File: src/rtl/ftdi_tx_arbiter_if.sv
// rtl/ftdi_tx_arbiter_if.sv - requester and Tx FIFO write-side bundle of the FTDI Tx arbiter
interface ftdi_tx_arbiter_if #(
  parameter int pNumReq = 4
);
  logic [pNumReq-1:0]   iReqValid;
  logic [8*pNumReq-1:0] iReqLen;
  logic [8*pNumReq-1:0] iReqData;
  logic [pNumReq-1:0]   oReqReady;
  logic [pNumReq-1:0]   oGrant;
  logic                 oTxEn;
  logic [7:0]           oTxData;
  logic                 iTxFull;
  logic                 oBusy;

  // master: requesters plus FIFO side; slave: the arbiter itself
  modport master (
    output iReqValid, iReqLen, iReqData, iTxFull,
    input  oReqReady, oGrant, oTxEn, oTxData, oBusy
  );

  modport slave (
    input  iReqValid, iReqLen, iReqData, iTxFull,
    output oReqReady, oGrant, oTxEn, oTxData, oBusy
  );
endinterface

File: src/rtl/ftdi_tx_arbiter.sv
// rtl/ftdi_tx_arbiter.sv - round-robin packet framer sharing the FTDI Tx FIFO write port
module ftdi_tx_arbiter #(
  parameter int         pNumReq = 4,
  parameter logic [7:0] pSync   = 8'hA5
) (
  input logic              iClk,
  input logic              iRst_n,
  ftdi_tx_arbiter_if.slave bus
);
  localparam int W = $clog2(pNumReq);

  typedef enum logic [2:0] {
    S_IDLE, S_SYNC, S_CHAN, S_LEN, S_DATA, S_CSUM
  } state_t;

  state_t             state_q, state_d;
  logic [pNumReq-1:0] grant_q, grant_d;
  logic [W-1:0]       own_q, own_d;
  logic [W-1:0]       ptr_q, ptr_d;
  logic [7:0]         cnt_q, cnt_d;
  logic [7:0]         csum_q, csum_d;

  logic               found;
  logic [W-1:0]       sel;
  logic [W-1:0]       jw;
  int                 j;
  logic               tx_en;
  logic [7:0]         tx_data;
  logic [7:0]         chan_byte;
  logic [7:0]         owner_data;
  logic [7:0]         sel_len;
  logic [pNumReq-1:0] ready;

  // First valid requester at or above the pointer, wrapping around.
  always_comb begin
    found = 1'b0;
    sel   = '0;
    j     = 0;
    jw    = '0;
    for (int i = 0; i < pNumReq; i++) begin
      j = int'(ptr_q) + i;
      if (j >= pNumReq) j = j - pNumReq;
      jw = W'(j);
      if (!found && bus.iReqValid[jw]) begin
        found = 1'b1;
        sel   = jw;
      end
    end
  end

  assign chan_byte  = 8'(own_q);
  assign owner_data = bus.iReqData[{own_q, 3'b000} +: 8];
  assign sel_len    = bus.iReqLen[{sel, 3'b000} +: 8];

  always_comb begin
    state_d = state_q;
    grant_d = grant_q;
    own_d   = own_q;
    ptr_d   = ptr_q;
    cnt_d   = cnt_q;
    csum_d  = csum_q;
    tx_en   = 1'b0;
    tx_data = 8'h00;
    ready   = '0;

    case (state_q)
      S_IDLE: begin
        if (found) begin
          grant_d      = '0;
          grant_d[sel] = 1'b1;
          own_d        = sel;
          cnt_d        = sel_len;
          csum_d       = 8'h00;
          state_d      = S_SYNC;
        end
      end
      S_SYNC: begin
        tx_data = pSync;
        tx_en   = !bus.iTxFull;
        if (tx_en) state_d = S_CHAN;
      end
      S_CHAN: begin
        tx_data = chan_byte;
        tx_en   = !bus.iTxFull;
        if (tx_en) begin
          csum_d  = csum_q ^ chan_byte;
          state_d = S_LEN;
        end
      end
      S_LEN: begin
        tx_data = cnt_q;
        tx_en   = !bus.iTxFull;
        if (tx_en) begin
          csum_d  = csum_q ^ cnt_q;
          state_d = (cnt_q != 8'd0) ? S_DATA : S_CSUM;
        end
      end
      S_DATA: begin
        // An owner without a byte simply stalls the packet; there is no timeout.
        tx_data      = owner_data;
        tx_en        = !bus.iTxFull && bus.iReqValid[own_q];
        ready[own_q] = tx_en;
        if (tx_en) begin
          csum_d = csum_q ^ owner_data;
          cnt_d  = cnt_q - 8'd1;
          if (cnt_q == 8'd1) state_d = S_CSUM;
        end
      end
      S_CSUM: begin
        tx_data = csum_q;
        tx_en   = !bus.iTxFull;
        if (tx_en) begin
          ptr_d   = (own_q == W'(pNumReq - 1)) ? '0 : own_q + W'(1);
          grant_d = '0;
          state_d = S_IDLE;
        end
      end
      default: state_d = S_IDLE;
    endcase
  end

  always_ff @(posedge iClk or negedge iRst_n) begin
    if (!iRst_n) begin
      state_q <= S_IDLE;
      grant_q <= '0;
      own_q   <= '0;
      ptr_q   <= '0;
      cnt_q   <= 8'h00;
      csum_q  <= 8'h00;
    end else begin
      state_q <= state_d;
      grant_q <= grant_d;
      own_q   <= own_d;
      ptr_q   <= ptr_d;
      cnt_q   <= cnt_d;
      csum_q  <= csum_d;
    end
  end

  assign bus.oTxEn     = tx_en;
  assign bus.oTxData   = tx_data;
  assign bus.oReqReady = ready;
  assign bus.oGrant    = grant_q;
  assign bus.oBusy     = (state_q != S_IDLE);
endmodule
File: src/flat_wrapper.sv
// flat-port wrapper written by rule: the top's interface ports become plain ports
module ftdi_tx_arbiter_flat 
#(
  parameter int         pNumReq = 4,
  parameter logic [7:0] pSync   = 8'hA5
)
  (iClk, iRst_n, bus_iReqValid, bus_iReqLen, bus_iReqData, bus_iTxFull, bus_oReqReady, bus_oGrant, bus_oTxEn, bus_oTxData, bus_oBusy);
  ftdi_tx_arbiter_if #(.pNumReq(pNumReq)) bus_i ();
  input logic iClk;
  input logic iRst_n;
  input wire logic [$bits(bus_i.iReqValid)-1:0] bus_iReqValid;
  input wire logic [$bits(bus_i.iReqLen)-1:0] bus_iReqLen;
  input wire logic [$bits(bus_i.iReqData)-1:0] bus_iReqData;
  input wire logic [$bits(bus_i.iTxFull)-1:0] bus_iTxFull;
  output wire logic [$bits(bus_i.oReqReady)-1:0] bus_oReqReady;
  output wire logic [$bits(bus_i.oGrant)-1:0] bus_oGrant;
  output wire logic [$bits(bus_i.oTxEn)-1:0] bus_oTxEn;
  output wire logic [$bits(bus_i.oTxData)-1:0] bus_oTxData;
  output wire logic [$bits(bus_i.oBusy)-1:0] bus_oBusy;
  assign bus_i.iReqValid = bus_iReqValid;
  assign bus_i.iReqLen = bus_iReqLen;
  assign bus_i.iReqData = bus_iReqData;
  assign bus_i.iTxFull = bus_iTxFull;
  assign bus_oReqReady = bus_i.oReqReady;
  assign bus_oGrant = bus_i.oGrant;
  assign bus_oTxEn = bus_i.oTxEn;
  assign bus_oTxData = bus_i.oTxData;
  assign bus_oBusy = bus_i.oBusy;
  ftdi_tx_arbiter #(.pNumReq(pNumReq), .pSync(pSync)) u_core (.iClk(iClk), .iRst_n(iRst_n), .bus(bus_i));
endmodule
File: config.mk
export PLATFORM = sky130hd
export DESIGN_NAME = ftdi_tx_arbiter_flat
export DESIGN_NICKNAME = d
export VERILOG_FILES = /design/src/rtl/ftdi_tx_arbiter_if.sv /design/src/rtl/ftdi_tx_arbiter.sv /design/src/flat_wrapper.sv
export SDC_FILE = /design/constraint.sdc
export NUM_CORES = 1
export LEC_CHECK = 0
export ABC_AREA = 0
export CAP_MARGIN = 10
export CORE_ASPECT_RATIO = 1.25
export CORE_UTILIZATION = 49
export CTS_CLUSTER_SIZE = 16
export DETAILED_ROUTE_END_ITERATION = 6
export HOLD_SLACK_MARGIN = 0.03
export PLACE_DENSITY = 0.92
export SYNTH_ARGS = -nofsm -noshare
export SYNTH_HDL_FRONTEND = slang
export SYNTH_SLANG_ARGS = --single-unit
File: constraint.sdc
create_clock -name iClk -period 6.2 [get_ports iClk]
set_clock_uncertainty 0.1 [all_clocks]
set_input_delay 1.24 -clock iClk [delete_from_list [all_inputs] [get_ports iClk]]
set_output_delay 1.24 -clock iClk [all_outputs]
set_load 0.1 [all_outputs]
==> results.toml <==
[outcome]
outcome = "complete, but fails checks"
violations = "DRC"

[worst_setup_path]
rr_worst_depth = 6
endpoint_kind = "primary output"
r2r_end = "u_core.csum_q[4]$_DFFE_PN0P_"
worstSetupStartpointType = "primary input"
slowest_delay_ps = 980
r2r_slack_ps = 3260
slowest_stage = "clkdlybuf4s50_1"
required_ps = 4860
worstPathArrival_ps = 3400
cpMostUsedCell = "clkdlybuf4s50_1"
setup.worst_path.class = "primary input to primary output"
path_max_fanout = 3
cp_cell_sequence = "clkdlybuf4s50_1 > mux4_2 > a21boi_0 > o22ai_1 > clkdlybuf4s50_1"
rr_startpoint = "u_core.state_q[2]$_DFFE_PN0P_"

[final_layout]
diodes = 0
final_nets = 445
final_cell_mix = "83 x clkdlybuf4s50_1, 41 x nand2_1, 30 x a21oi_1"
syn_to_final_growth_pct = 39.3
fill_cells = 388
final_common_cell = "clkdlybuf4s50_1"
design_area_sq_um = 3320
drive_gt1_frac = 0.0874

[logic_synthesis]
yosysTopAreaCell = "dfrtp_1"
netlist_top_cells_area = "dfrtp_1 28%, mux4_2 7.6%, nand2_1 6.5%, a21oi_1 6.3%, nor2_1 4.3%"
ys_ff_latch = 27
synth_nets = 366
ys.flop_type = "dfrtp_1"
ys_seq_area_frac = 0.283
ys_warn_count = 0
synth_cells = 288
async_reset_ff_frac = 1.00
synth.top_cell.area_share = 0.283
synth.avg_cell_area_sq_um = 8.28
synth_cell_types = 54
syn_area_sq_um = 2380
synth_edf_count = 0

[floorplanning]
start_util = 0.508
dieArea_sq_um = 5150
placementRows = 28
die_h_um = 80.0
core_area_sq_um = 4690
top_level_ports = 89
die_w_um = 64.4

[drt]
routedWlPerCell_um = 16.1
first_pass_iters = 7
drt_iter0_markers = 223
routed-via-count = 2591
ant_nets = 0
drc = 9
wirelength_um = 6870
routed_via_density = 6.08

[timing]
setup_violations = 0
slew_violations = 0
period_share = 0.764
fin_setup_tns_ps = 0
rsz0062_at_grt = "no"
finalHoldViolCount = 0
worst_slew_pin_slew_ps = 1190
min_period_ps = 4740
slew_headroom = 0.210
fmax_ghz = 0.211

[grt]
grt_usage = 0.275
grt_max_degree = 28
grt_first_pass_wirelength_um = 11100
overflow = 0
antenna_found_initial = 0
first_global_vias = 2473

[pwr]
power_leakage_nw = 1.34
ir_drop_uv = 302
powerDensity_nw_per_um2 = 511

[clock_tree]
cts_buffer_depth = 2
htreeDepth = 1
cts_tree = "done"
clk_pin_slew_ps = 90
clock-sinks = 27
postCtsSetupBuffers = 0
postCtsHoldBufs = 0
cts-resized-gates = 0
clock_latency_ps = 280
cts_root_buffer = "clkbuf_8"
cts_buffers = 3

[placement]
io_buffers = 88
routabilityCongestion = 0.939
post_dp_cell_area_sq_um = 3270
hpwl_um = 5190

[worst_hold_path]
hold_class = "flip-flop to flip-flop"
hold_start = "u_core.bus.oGrant[2]$_DFFE_PN0P_"
hold_path_depth = 1
min_delay_worst_endpoint = "u_core.bus.oGrant[2]$_DFFE_PN0P_"

[flow_run]
cap_violations = 0
worst max-delay path by stage:
stage	slack, ps	cells after the start	start	to
CTS	1470	5	bus_iReqData[25]	bus_oTxData[1]
detailed placement	1470	5	bus_iReqData[25]	bus_oTxData[1]
global route	1370	4	u_core.state_q[2]$_DFFE_PN0P_	bus_oTxData[0]
global placement	1490	5	bus_iReqData[8]	bus_oTxData[0]
floorplan	1210	3	bus_iReqData[11]	bus_oTxData[3]
finish	1460	5	bus_iReqData[25]	bus_oTxData[1]
Yosys cell counts (3+ instances only):
library cell   n
buf_1          3
nor4_1         3
a21o_1         3
nor2b_1        5
and2_1         4
nand2_1       41
mux4_2         8
mux2_2         7
mux2i_1        8
dfrtp_1       27
nor2_1        27
inv_1         13
o21ai_0       16
buf_2          4
ha_1           7
a221o_1        3
o22ai_1        6
nor3_1        10
clkbuf_1       8
xnor2_1        8
a21oi_1       30
o211ai_1       4
a22o_1         3
registers in the layout, summed over array words and instances (netlist names):
name	cells
u_core.cnt_q	8
u_core.ptr_q	2
u_core.own_q	2
u_core.state_q	3
u_core.bus.oGrant	4
u_core.csum_q	8
critical path: cells and delay by family:
family | cells | cell delay, ps
buf+inv | 2 | 1370
mux | 1 | 500
compound gates | 2 | 290
kinds of logic (layout without fill, tap and decap cells):
kind of cell               count (synthesis)  in the layout  share of synthesized area
and+or+nand+nor                          104            104                      0.197
AOI/OAI and AO/OA                         88             88                      0.247
buffers and inverters                     30            108                     0.0525
DFF                                       27             27                      0.283
muxes                                     24             24                      0.153
xor gates and xnor gates                   8              8                     0.0294
adders and majority gates                  7              7                     0.0367
metrics by stage:
step	cells	worst slack, ps	hold slack [ps]	power (mW)	util
4_1_cts	426	1470	405	1.69	0.707
6_report	426	1460	410	1.70	0.707
5_1_grt	426	1370	444	1.80	0.707
3_3_place_gp	422	1490	366	1.56	0.697
3_5_place_dp	422	1470	384	1.58	0.697
2_1_floorplan	288	1210	409	1.29	-
power by group:
| group | leakage [nW] | internal, mW | total (mW) | switching [mW] |
|---|---|---|---|---|
| Clock | 0.0228 | 0.0461 | 0.102 | 0.0561 |
| Sequential | 0.343 | 0.250 | 0.409 | 0.159 |
| Combinational | 0.977 | 0.425 | 1.18 | 0.759 |
area by class of cell:
| cell class | instances | area (sq um) | share of cell area |
|---|---|---|---|
| Clock buffer | 4 | 45.0 | 0.0136 |
| Timing Repair Buffer | 90 | 883 | 0.266 |
| Multi-Input combinational cell | 231 | 1590 | 0.478 |
| Sequential cell | 27 | 676 | 0.204 |
| Inverter | 14 | 52.6 | 0.0158 |
| Tap cell | 60 | 75.1 | 0.0226 |
layer usage:
metal,vias up,share of wire,track usage
li1,1209,-,-
met1,1259,0.40,0.338
met2,113,0.53,0.495
met3,10,0.059,0.0329
met4,0,0.0077,0.0867
met5,-,0,0
No activity file was read; power rests on OpenSTA's default activity.
